[src/rtl/arm_boot_sequencer.sv]
// -----------------------------------------------------------------------------
// arm_boot_sequencer
//
// Brings up the ARM test system. While arm_core is held in reset, a program
// image is streamed from a host word source into arm_memory through data
// port 2, one word per accepted handshake, at contiguous word addresses.
// After the last word a settle interval elapses, core reset is released and
// data port 2 is handed over to the core. Run cycles are counted until the
// core reports halted.
//
// Ports:
//   clk                : system clock, all logic on posedge
//   rst                : synchronous active-low reset
//   ld_valid/ld_data/ld_last/ld_ready : host image word handshake
//   core_mem_addr/core_mem_data_in/core_mem_write_en : core data-port request
//   core_halted        : core halted flag
//   core_rst           : active-high reset to arm_core
//   mem_addr/mem_data_in/mem_write_en : arm_memory data port 2
//   state              : LOAD=0, SETTLE=1, RUN=2, HALT=3, ERROR=4
//   load_count         : words written so far
//   run_cycles         : cycles spent in RUN (saturating)
//   err_overflow       : image exceeded MAX_WORDS
//   done               : core halted normally
// -----------------------------------------------------------------------------
module arm_boot_sequencer #(
    parameter logic [31:0] BASE_ADDR     = 32'h0,
    parameter int unsigned ADDR_STEP     = 4,
    parameter int unsigned MAX_WORDS     = 1024,
    parameter int unsigned SETTLE_CYCLES = 2,
    parameter int unsigned CNT_W         = 32,
    localparam int unsigned LC_W         = $clog2(MAX_WORDS) + 1
) (
    input  logic              clk,
    input  logic              rst,
    input  logic              ld_valid,
    input  logic [31:0]       ld_data,
    input  logic              ld_last,
    output logic              ld_ready,
    input  logic [31:0]       core_mem_addr,
    input  logic [31:0]       core_mem_data_in,
    input  logic              core_mem_write_en,
    input  logic              core_halted,
    output logic              core_rst,
    output logic [31:0]       mem_addr,
    output logic [31:0]       mem_data_in,
    output logic              mem_write_en,
    output logic [2:0]        state,
    output logic [LC_W-1:0]   load_count,
    output logic [CNT_W-1:0]  run_cycles,
    output logic              err_overflow,
    output logic              done
);

    localparam int unsigned SC_W = (SETTLE_CYCLES < 1) ? 1 : $clog2(SETTLE_CYCLES + 1);

    typedef enum logic [2:0] {
        S_LOAD   = 3'd0,
        S_SETTLE = 3'd1,
        S_RUN    = 3'd2,
        S_HALT   = 3'd3,
        S_ERROR  = 3'd4
    } state_t;

    state_t           state_q;
    logic [31:0]      ld_addr_q;
    logic [31:0]      ld_wdata_q;
    logic             ld_we_q;
    logic [SC_W-1:0]  settle_cnt;
    logic [31:0]      next_addr;
    logic             accept;
    logic             core_owns_port;

    // Address of the word about to be accepted; wraps modulo 2^32.
    assign next_addr = BASE_ADDR + 32'(load_count) * 32'(ADDR_STEP);

    // Gated by rst so the host never sees ready during a reset cycle.
    assign ld_ready = rst && (state_q == S_LOAD);
    assign accept   = ld_valid && ld_ready;

    assign state          = state_q;
    assign core_owns_port = (state_q == S_RUN) || (state_q == S_HALT);

    // Once the core is running it drives port 2 directly, with no added latency.
    assign mem_addr     = core_owns_port ? core_mem_addr     : ld_addr_q;
    assign mem_data_in  = core_owns_port ? core_mem_data_in  : ld_wdata_q;
    assign mem_write_en = core_owns_port ? core_mem_write_en : ld_we_q;

    // NOTE: all state updates use non-blocking assignments so every register
    // samples the pre-edge values of the others, independent of statement order.
    always_ff @(posedge clk) begin
        if (!rst) begin
            state_q      <= S_LOAD;
            core_rst     <= 1'b1;
            ld_addr_q    <= BASE_ADDR;
            ld_wdata_q   <= 32'h0;
            ld_we_q      <= 1'b0;
            settle_cnt   <= '0;
            load_count   <= '0;
            run_cycles   <= '0;
            err_overflow <= 1'b0;
            done         <= 1'b0;
        end else begin
            // Write strobe is a single-cycle pulse; only an accept re-arms it.
            ld_we_q <= 1'b0;

            case (state_q)
                S_LOAD: begin
                    if (accept) begin
                        ld_addr_q  <= next_addr;
                        ld_wdata_q <= ld_data;
                        ld_we_q    <= 1'b1;
                        load_count <= load_count + LC_W'(1);
                        // ld_last wins over capacity: a full image ending exactly
                        // at MAX_WORDS is legal.
                        if (ld_last) begin
                            state_q <= S_SETTLE;
                        end else if (load_count == LC_W'(MAX_WORDS - 1)) begin
                            state_q      <= S_ERROR;
                            err_overflow <= 1'b1;
                        end
                    end
                end

                S_SETTLE: begin
                    // The first SETTLE cycle carries the final write pulse; the
                    // count then adds SETTLE_CYCLES quiet cycles before release.
                    if (settle_cnt == SC_W'(SETTLE_CYCLES)) begin
                        state_q  <= S_RUN;
                        core_rst <= 1'b0;
                    end else begin
                        settle_cnt <= settle_cnt + SC_W'(1);
                    end
                end

                S_RUN: begin
                    if (run_cycles != {CNT_W{1'b1}}) begin
                        run_cycles <= run_cycles + CNT_W'(1);
                    end
                    if (core_halted) begin
                        state_q <= S_HALT;
                        done    <= 1'b1;
                    end
                end

                S_HALT: begin
                    // Terminal until reset.
                end

                S_ERROR: begin
                    // Terminal until reset; core stays in reset.
                end

                default: begin
                    state_q      <= S_ERROR;
                    err_overflow <= 1'b1;
                    core_rst     <= 1'b1;
                end
            endcase
        end
    end

endmodule

[config.mk]
export PLATFORM = sky130hd
export DESIGN_NAME = arm_boot_sequencer
export DESIGN_NICKNAME = d
export VERILOG_FILES = /design/src/rtl/arm_boot_sequencer.sv
export SDC_FILE = /design/constraint.sdc
export NUM_CORES = 1
export LEC_CHECK = 0
export CAP_MARGIN = 20
export CORE_MARGIN = 2
export CORE_UTILIZATION = 45
export DETAILED_ROUTE_END_ITERATION = 8
export PLACE_DENSITY = 0.95
export SYNTH_ARGS = -nofsm -noshare
export SYNTH_HDL_FRONTEND = slang
export SYNTH_SLANG_ARGS = --single-unit
[constraint.sdc]
create_clock -name clk -period 5.5 [get_ports clk]
set_input_delay 1.1 -clock clk [delete_from_list [all_inputs] [get_ports clk]]
set_output_delay 1.1 -clock clk [all_outputs]
set_load 0.005 [all_outputs]
==> results.md, run 1 <==
- The top achievable clock speed is approximately 260 MHz.
- The number of pins with negative max-slew slack in the final report is 0.
- The wire length of the first global-routing pass is ~24 mm.
- The initial antenna violation count was 0.
- Across all layers, the routed design uses 4975 vias.
- The maximum fanout count along the critical path is 53.
- The maximum level of the CTS H-tree is 3.
- The detailed-routing wirelength on met1 is 6.45 mm.
- Each instance of the synthesized netlist takes up on average 8.39 µm².
- Summed over all nets, the switching power comes to 0.375 mW.
- In this run the worst hold path is classified as flop to flop.
- Setup violations remaining at the end of the flow were counted as 0.
- The via count of the first global-routing pass is approximately 4.7k.
- The share of total power in the clock network is between 30% and 40%.
- At the worst endpoint, the arrival time is 2810 ps.
- The aggregate negative setup slack is 0 ps.
- In the synthesized netlist the dominant register cell turns out to be sky130_fd_sc_hd__dfxtp_1.
- The count of flip-flops with a built-in enable after synthesis is 0.
- Once placement finished, the instance area stood at 6920 µm².
- The global router's overall resource usage is roughly a quarter.
- Summing every instance area after synthesis gives 4710 µm².
- The share of the clock period used by the worst path is 71.1%.
- The count of antenna diodes in the layout is 0.
- The layout overhead on the synthesized area is 51.5%.
- The starting density of the core is 46.1%.
- The netlist uses 46 different library cells.
- Counting every net in the synthesized netlist gives 667.
- The total wirelength of the detailed-routed design is 15.5 mm.
- The overall overflow remaining after global route is 0.
- Combinational logic burns 17.0% of the power.
- The number of clock buffers inserted by TritonCTS is 9.
- The largest buffer count on any clock path is 2.
- For this design the static power due to leakage is between 2 and 3 nW.
- The worst path needs 3910 ps of the cycle, external delays included.
- The count of endpoints failing hold in the final timing report is 0.
- The largest net degree at the start of global routing is 59.
- The maximum ir drop on the vdd rail is 152 µV.
- The design internal power is ~1.1 mW.
- The die span in x is 106 µm.
- The post-CTS setup buffer count is 0.
- Detailed routing placed a total of roughly 7.6 mm of wire on met2.
- Dividing total power by cell area gives a power density of between 200 and 250 nW/µm².
- At the pin with the least slew margin, the transition time is 915 ps.
- Of the synthesized area, sequential elements account for 40.3%.
- The number of maximum-capacitance constraint violations is 0.
- For the worst-skew pair, the clock arrives at the later sink with an insertion delay of 360 ps.
- The critical path capture point type is a primary output.
- The switching part of the total is 25.6%.
- The topmost layer with routed signal wires is met4.
- The remaining design rule violation count is 0.
- The Yosys step of the flow raised 0 warnings.
- The average routed wire per standard cell is 17.2 µm.
- The CTS tree is done.
- After detailed routing, the number of vias per cell comes to 5.52.
- The number of nets in the layout is roughly 870.
- After clock tree synthesis, the flow added hold-fix buffers numbering 0.
- The run finished with clean final reports.
- By startpoint and endpoint, the worst setup path is classified as input port to primary output.
- Summed over all nets, wire length on met3 after detailed routing comes to 1.00 mm.
- In the final layout, flip-flops and latches occupy 1900 µm².
- The initial detailed-routing violation count is 379.
- The clock edge transition at the registers on the reported setup and hold paths is roughly 100 ps.
- The first detailed-routing pass took 5 iterations.
- The clock root buffer is sky130_fd_sc_hd__clkbuf_8.
- The relative contribution of sequential cells to total power is 50.3%.
- After filler insertion, the fill cell instance count of the layout stands at 754.
- The count of buffers added on input and output ports is 216.
- In this run the vertical extent of the chip is between 100 and 150 µm.
- The final instance area is 7140 µm².
- The congestion estimate from routability-driven global placement came to 0.885.
- The clock net in this run drives a total of 95 sinks.
- The detailed-placement wirelength estimate is approximately 11 mm.
- The worst pin sits at a relative slew slack of approximately 39%.
- The sort of element at the start of the critical path is an input port.
- The share of flip-flops with an asynchronous set or reset after synthesis is 0%.
- Of the cells placed in the final design, the portion with a size suffix greater than 1 is 10.3%.
- The number of top-level pins is approximately 220.
- The region available for standard cell placement spans 10200 µm².
- Summing all multi-input logic gate instances after layout gives 2630 µm².
- The largest clock skew in the final design is between 7 and 8 ps.
- In the synthesized netlist, the number of instances is 562.
- In this run the remaining antenna-violating nets after routing total 0.
- After floorplanning, the core was divided into 37 placement rows.
- The die covers 11300 µm².
- Synthesis inferred 95 register bits.
- Post-CTS repair changed the size of 0 cells.
- Setup repair after global routing left no endpoint under its margin.
- Data on the critical path is required at its endpoint by around 4400 ps.
[flip-flops by register name, indices dropped and copies added (netlist names), 2 cells and up]
name        flops
ld_wdata_q     32
run_cycles     32
ld_addr_q      11
load_count     11
state           3
settle_cnt      2
[cell usage in the layout (no fill, tap or decap), drive strengths merged, types with 3 or more instances in the layout]
| master | count |
|---|---|
| mux2 | 44 |
| o31ai | 8 |
| a211oi | 8 |
| a21oi | 26 |
| and3 | 4 |
| or4 | 10 |
| ha | 3 |
| nand4 | 17 |
| o21ai | 9 |
| and4 | 6 |
| nand3 | 61 |
| or3 | 8 |
| nor2 | 33 |
| xor2 | 8 |
| nand2 | 110 |
| xnor2 | 17 |
| nand2b | 4 |
| clkbuf | 10 |
| buf | 6 |
| inv | 12 |
| and2 | 25 |
| dfxtp | 95 |
| clkdlybuf4s50 | 215 |
| nor4 | 8 |
| nor3b | 3 |
[cells by family after synthesis]
kind of cell / share of synthesized area, %
muxes: 10.9
xor gates and xnor gates: 4.64
buffers and inverters: 3.98
adders and majority gates: 0.796
DFF: 40.3
AOI/OAI and AO/OA: 6.98
and+or+nand+nor: 32.3
[critical path, stage by stage]
cell and delay [ps]:
sky130_fd_sc_hd__buf_2 70, sky130_fd_sc_hd__buf_4 460, sky130_fd_sc_hd__nor4b_1 550, sky130_fd_sc_hd__clkdlybuf4s50_1 610
[per-stage QoR]
stage          setup slack, ps  hold slack, ps  utilization, %  instances  total power, mW
6_report                  1590             462            69.8        902             1.46
5_1_grt                   1530             478            69.8        902             1.52
4_1_cts                   1310             460            69.6        901             1.47
3_5_place_dp              1480             445            67.6        885            0.998
3_3_place_gp              1590             440            67.6        885            0.986
2_1_floorplan             2650             432               -        562            0.842
[routing by layer]
metal,global-route usage [%],vias to the layer above
li1,-,2360
met1,34.0,2355
met2,42.7,222
met3,3.74,38
met4,10.9,0
met5,0,-
[synth_stat cells, types with 3 or more instances]
cell	n	area, µm²
sky130_fd_sc_hd__nand2_1	110	413
sky130_fd_sc_hd__buf_2	10	50.1
sky130_fd_sc_hd__ha_1	3	37.5
sky130_fd_sc_hd__nand2b_1	4	25.0
sky130_fd_sc_hd__nand4_1	15	93.8
sky130_fd_sc_hd__and4_1	5	43.8
sky130_fd_sc_hd__nand3_1	61	305
sky130_fd_sc_hd__dfxtp_1	95	1900
sky130_fd_sc_hd__nor4_1	5	31.3
sky130_fd_sc_hd__inv_1	8	30.0
sky130_fd_sc_hd__clkbuf_1	18	67.6
sky130_fd_sc_hd__or4_1	9	67.6
sky130_fd_sc_hd__xnor2_1	17	149
sky130_fd_sc_hd__a211oi_1	8	60.1
sky130_fd_sc_hd__or3_1	7	43.8
sky130_fd_sc_hd__nor2_1	33	124
sky130_fd_sc_hd__and2_1	25	156
sky130_fd_sc_hd__o31ai_1	8	60.1
sky130_fd_sc_hd__mux2_2	44	495
sky130_fd_sc_hd__and3_1	4	25.0
sky130_fd_sc_hd__o21ai_0	7	35.0
sky130_fd_sc_hd__a21oi_1	26	130
sky130_fd_sc_hd__xor2_1	8	70.1
[path summary, 6_finish.rpt]
kind	from	to	slack [ps]	cells after the start
worst min-delay path	ld_wdata_q[27]	ld_wdata_q[27]	460	2
worst min register to register	ld_wdata_q[27]	ld_wdata_q[27]	460	2
worst max register to register	state[0]	load_count[7]	2610	7
worst max-delay path	rst	ld_ready	1590	4
[power by group through the flow]
stage          Combinational [mW]  Clock [mW]  Sequential (mW)
2_1_floorplan              0.0983           0            0.744
3_3_place_gp                0.237           0            0.749
3_5_place_dp                0.246           0            0.752
4_1_cts                     0.248       0.486            0.736
5_1_grt                     0.268       0.518            0.740
6_report                    0.249       0.479            0.736
[final cells by class]
class                           count  area share (%)
Multi-Input combinational cell    425            36.8
Clock inverter                      6            1.07
Tap cell                          136            2.38
Inverter                            9           0.473
Clock buffer                       10            1.79
Sequential cell                    95            26.6
Timing Repair Buffer              221            30.9
Power figures use the tool's default switching activity.
==> run 2, diff against run 1 <==
--- a/config.mk
+++ b/config.mk
@@ -7,9 +7,9 @@
 export LEC_CHECK = 0
 export CAP_MARGIN = 20
 export CORE_MARGIN = 2
-export CORE_UTILIZATION = 45
+export CORE_UTILIZATION = 38
 export DETAILED_ROUTE_END_ITERATION = 8
-export PLACE_DENSITY = 0.95
+export PLACE_DENSITY = 0.88
 export SYNTH_ARGS = -nofsm -noshare
 export SYNTH_HDL_FRONTEND = slang
 export SYNTH_SLANG_ARGS = --single-unit
==> constraint.sdc (replaced) <==
create_clock -name clk -period 3.3 [get_ports clk]
set_input_delay 0.66 -clock clk [delete_from_list [all_inputs] [get_ports clk]]
set_output_delay 0.66 -clock clk [all_outputs]
set_load 0.005 [all_outputs]
==> results.md, run 2 (synthesis results as in run 1) <==
- The flow ran to the end, and the final reports show no timing, DRC or antenna violations.
- The top cell types in the final layout, fill and taps aside, are 215 x sky130_fd_sc_hd__clkdlybuf4s50_1, 109 x sky130_fd_sc_hd__nand2_1, 95 x sky130_fd_sc_hd__dfxtp_1, 61 x sky130_fd_sc_hd__nand3_1, 44 x sky130_fd_sc_hd__mux2_2.
- The final weighted congestion in routability-driven placement came to 0.868 (-2.0%).
- The worst setup path is captured at a primary output.
- The number of hold buffers added after cts is 0 (unchanged).
- The via count of the routed design is 4695 (-5.6%).
- The post-CTS setup buffer count is 0 (unchanged).
- The count of antenna diodes in the layout was 0 (unchanged).
- The post-route minimum period is 3110 ps.
- The number of top-level pins is 217 (unchanged).
- The number of cells in the finished layout apart from fillers was 935 (+3.7%).
- TritonCTS built the clock tree.
- The count of filler cells inserted in the layout is 1062 (+41%).
- The total number of placement rows is 40 (+8.1%).
- The core area is 12100 µm² (+18%).
- The post-place setup slack is 557 ps (-921 ps).
- The total wirelength of the detailed-routed design is 14.8 mm (-4.6%).
- The final setup violation count came to 0 (unchanged).
- The count of input and output buffers is 216 (unchanged).
- The area occupied by registers is 1900 µm² (unchanged).
- The footprint of the multi-input gates is 2630 µm² (about the same).
- Setup repair after global routing left no endpoint under its margin.
- The total power consumption of the routed design was 2.58 mW (+76%).
- The critical path is of the flop to primary output type.
- The initial antenna violation count is 0 (unchanged).
- The largest buffer count on any clock path came to 2 (unchanged).
- The maximum level of the CTS H-tree is 3 (unchanged).
- The via count of the first global-routing pass is 4207 (-11%).
- The normalized max-slew margin is 47.5% (+8.6 points).
- The global router's overall resource usage is 20.8% (-5.2 points).
- The remaining design rule violation count came to 0 (unchanged).
- The transition time at the pin with the least slew margin was 786 ps (-129 ps).
- The post-cts gate resize count came to 0 (unchanged).
- The largest net degree at the start of global routing is 57 (-3.4%).
- The largest registers in the layout are ld_wdata_q x32, run_cycles x32.
- The overall overflow remaining after global route is 0 (unchanged).
- The die span in x is 115 µm (+8.5%).
- The number of clock buffers inserted by TritonCTS is 9 (unchanged).
- The die footprint was 13300 µm² (+18%).
- The number of nets in the layout came to 867 (+0.12%).
- The remaining antenna violation count after routing is 0 (unchanged).
- The initial detailed-routing violation count is 311 (-18%).
- The switching part of the total is 23.9% (-1.7 points).
- The detail-routed via count per cell is 5.02 (-9.0%).
- The top achievable clock speed is roughly 320 MHz.
- The clock edge transition at the registers on the reported setup and hold paths is 70 ps (-30 ps).
- The sort of element at the start of the critical path is a flop.
- The area after detailed placement is 6990 µm² (+1.0%).
- The share of total power in the clock network is 36.7% (+4.0 points).
- The design internal power is 1.96 mW (+80%).
- The maximum fanout count along the critical path is 56 (+5.7%).
- The clock root buffer is sky130_fd_sc_hd__clkbuf_16.
- The starting density of the core is 39.1% (-7.0 points).
- The path category of the worst min-delay check is flop to flop.
- The total instance count after detailed placement is 919 (+3.8%).
- The share of the clock period used by the worst path is ~94%.
- The power per unit of standard cell area is 356 nW/µm² (+74%).
- The leading cell type in the layout, fill and taps excluded is sky130_fd_sc_hd__clkdlybuf4s50_1.
- The wire length of the first global-routing pass is 22.0 mm (-6.7%).
- The net switching power figure is 0.619 mW (+65%).
- The arrival time at the worst endpoint is 2450 ps (-360 ps).
- The number of pins with negative max-slew slack in the final report is 0 (unchanged).
- The clock net sink count is 95 (unchanged).
- The detailed-router iteration count before antenna repair is 4 (-1).
- The required time at the endpoint of the critical path is 2640 ps (-1760 ps).
- The insertion delay to the later sink of the worst-skew pair is 340 ps (-20 ps).
- The aggregate negative setup slack is 0 ps (unchanged).
- The leakage power is 2.73 nW (+1.4%).
- The detailed-placement wirelength estimate came to 10.8 mm (-5.6%).
- The final instance area is 7260 µm² (+1.6%).
- The final critical-path setup slack is 189 ps (-1400 ps).
- The fraction of final layout cells sized beyond drive strength 1 is 10.4% (+0.12 points).
- The vertical extent of the die is 115 µm (+8.5%).
- The layout overhead on the synthesized area is 53.9%.
- The number of maximum-capacitance constraint violations is 0 (unchanged).
- The combinational fraction of design power was 15.7% (-1.3 points).
- The relative contribution of sequential cells to total power is 47.5% (-2.8 points).
- The count of endpoints failing hold in the final timing report is 0 (unchanged).
- The largest clock skew in the final design is 8.25 ps (+0.289 ps).
- The average routed wire per standard cell came to 15.8 µm (-8.0%).
- The maximum ir drop on the vdd rail is 311 µV (+100%).
## run 2: critical path, cell delays in order, from the launching register on
cell                              delay (ps)
sky130_fd_sc_hd__dfxtp_1                 530
sky130_fd_sc_hd__and2b_2                 430
sky130_fd_sc_hd__buf_12                  290
sky130_fd_sc_hd__mux2_2                  380
sky130_fd_sc_hd__clkdlybuf4s50_1         470
## run 2: final cells by class
| type | instances | share of cell area (%) |
|---|---|---|
| clock inverters | 5 | 0.483 |
| well taps | 168 | 2.90 |
| multi-input cells | 425 | 36.2 |
| clock buffers | 11 | 3.21 |
| flip-flops and latches | 95 | 26.2 |
| inverters | 9 | 0.466 |
| repair buffers | 222 | 30.5 |
## run 2: per-layer routing
metal	vias to the layer above	GRT usage (%)	share of wire, %
met5	-	0	0
met2	143	33.0	48
met1	2168	28.3	44
met4	0	5.86	2.0
li1	2364	-	-
met3	20	5.01	6.4
## run 2: path summary, 6_finish.rpt
check	from	end	cells past startpoint	slack [ps]
setup / recovery	state[1]	mem_data_in[22]	4	190
hold / removal	ld_addr_q[8]	ld_addr_q[8]	2	450
hold reg to reg	ld_addr_q[8]	ld_addr_q[8]	2	450
setup reg to reg	run_cycles[0]	run_cycles[31]	6	650
## run 2: metrics by stage
step | utilization [%] | hold WS [ps]
floorplan | - | 432
global placement | 57.9 | 439
detailed placement | 57.9 | 444
CTS | 60.2 | 456
global route | 60.2 | 469
finish | 60.2 | 455
## run 2: power groups by stage
stage	registers, mW	logic, mW	clock network [mW]
2_1_floorplan	1.24	0.164	0
3_3_place_gp	1.25	0.399	0
3_5_place_dp	1.25	0.406	0
4_1_cts	1.23	0.409	0.973
5_1_grt	1.23	0.439	1.03
6_report	1.23	0.406	0.948
==> variant: new RTL, config.mk and constraints of run 2 <==
The parameter `CNT_W` goes from 32 to 16.
--- a/src/rtl/arm_boot_sequencer.sv
+++ b/src/rtl/arm_boot_sequencer.sv
@@ -29,3 +29,3 @@
     parameter int unsigned SETTLE_CYCLES = 2,
-    parameter int unsigned CNT_W         = 32,
+    parameter int unsigned CNT_W         = 16,
     localparam int unsigned LC_W         = $clog2(MAX_WORDS) + 1
Interface: changed (resized run_cycles); port bits go from 217 to 201. The function was not compared with the original's and may differ.
==> variant against run 2 <==
  * Setup slack improved by 19 ps
  * Design area fell by 16%
  * Wire length fell by 23%
  * Sequential cell count fell by 16
  * Power fell by 19%
  * Clock skew rose by 6.6 ps
  * Fmax rose by 0.60%
  * Synthesized area fell by 19%
  * Critical endpoint is now mem_addr[3]
==> variant: results (changes against run 2) <==
Outcome
  • Status: finished, final reports clean (unchanged)

Cells and area
  • Share of layout cells above drive strength 1: 0.110 (was 0.104)
  • Top flop regs: ld_wdata_q (32), run_cycles (16) (was ld_wdata_q (32), run_cycles (32))
  • Nets: 744 (was 867)

Placed design
  • HPWL Detailed: 8.61 mm (was 10.8 mm)
  • Port Buffers: 200 (was 216)
  • Post-placement cell area: 5910 um^2 (was 6990 um^2)
  • Routability congestion estimate: 0.853 (was 0.868)
  • # placed instances: 761 (was 919)
  • Worst slack at placement: 555 ps (was 557 ps)

Clocking
  • CTS Root Cell: clkbuf_8 (was clkbuf_16)
  • CTS buffer count: 9 (unchanged)
  • Clock sink count: 79 (was 95)
  • Clock-pin slew on the worst setup and hold paths: about 80 ps
  • H-tree depth: 3 (unchanged)

Drt
  • Met2 wire len: 5.96 mm (was 7.03 mm)
  • 1st-pass router iterations: 4 (unchanged)
  • Wire length on met3: 841 um (was 950 um)
  • Routed len/inst: 14.7 um (was 15.8 um)
  • Via density: 5.10 (was 5.02)
  • Met1 wire length: 4.30 mm (was 6.50 mm)
  • Initial DRC count: 183 (was 311)
  • Vias: 3966 (was 4695)

Synth
  • Post-synth cell types: 43 (was 46)
  • Top post-synthesis cells by area: dfxtp_1 (41%), mux2_2 (13%), nand2_1 (9.6%), nand3_1 (6.3%), and2_1 (3.9%) (was dfxtp_1 (40%), mux2_2 (11%), nand2_1 (8.8%), nand3_1 (6.5%), and2_1 (3.3%))
  • Synth Net Count: 556 (was 667)
  • Avg Inst Size Synth: 8.47 um^2 (was 8.39 um^2)
  • Register area share after synthesis: 0.414 (was 0.403)
  • Most frequent cells after synthesis: nand2_1 (98), dfxtp_1 (79), nand3_1 (48) (was nand2_1 (110), dfxtp_1 (95), nand3_1 (61))

STA
  • Clock Skew: 14.8 ps (was 8.25 ps)
  • Slew @ Worst Pin: 765 ps (was 786 ps)

Global routing
  • Vias in the first global route: 3920 (was 4207)
  • Largest net degree at the start of global routing: 54 (was 57)
  • Total Routing Usage GR: 0.205 (was 0.208)
  • Global-route wire length before repair: 18.4 mm (was 22.0 mm)

Pwr
  • Max IR drop VDD: 0.158 mV (was 0.311 mV)
  • Leakage power: 2.37 nW (was 2.73 nW)

Setup path
  • Arr. time, crit path: 2430 ps (was 2450 ps)
  • CP Max Fanout: 46 (was 56)
## variant: worst paths after layout
path                                   start                          to  slack, ps  depth (start not counted)
setup reg to reg       state[1]$_SDFFE_PN0P_  run_cycles[5]$_SDFFE_PN0P_       1070                          5
setup / recovery       state[1]$_SDFFE_PN0P_                 mem_addr[3]        210                          4
hold reg to reg   ld_wdata_q[2]$_SDFFE_PN0P_  ld_wdata_q[2]$_SDFFE_PN0P_        460                          2
hold / removal    ld_wdata_q[2]$_SDFFE_PN0P_  ld_wdata_q[2]$_SDFFE_PN0P_        460                          2
## variant: worst max-delay path, cell delays in order, from the launching register on
cell and delay (ps):
dfxtp_1 570, nor2b_4 230, buf_4 400, mux2_2 390, clkdlybuf4s50_1 480
## variant: report_power, final
group	internal [mW]	leakage, nW	total (mW)	switching, mW
Sequential	0.992	0.644	1.02	0.0253
Clock	0.374	0.103	0.740	0.365
Combinational	0.227	1.62	0.345	0.117
## variant: logic make-up (layout without fill, tap and decap cells)
logic type	after synthesis	in the layout	share of synthesized area
DFF	79	79	0.414
xor gates and xnor gates	8	8	0.0183
adders and majority gates	3	3	0.00983
buffers and inverters	36	229	0.0436
and+or+nand+nor	229	229	0.302
muxes	45	45	0.132
AOI/OAI and AO/OA	51	51	0.0796
## variant: per-layer routing
metal  up-vias  global-route usage
li1       1946                   -
met1      1818               0.218
met2       176               0.377
met3        26              0.0489
met4         0              0.0975
met5         -                   0
## variant: layout make-up
cell class,instances,area [um^2]
clock buffer,10,138
clock inverter,6,68.8
fill,824,3660
inverter,7,26.3
multi-input combinational,336,2080
sequential,79,1580
tap,133,166
timing repair buffer,206,2050
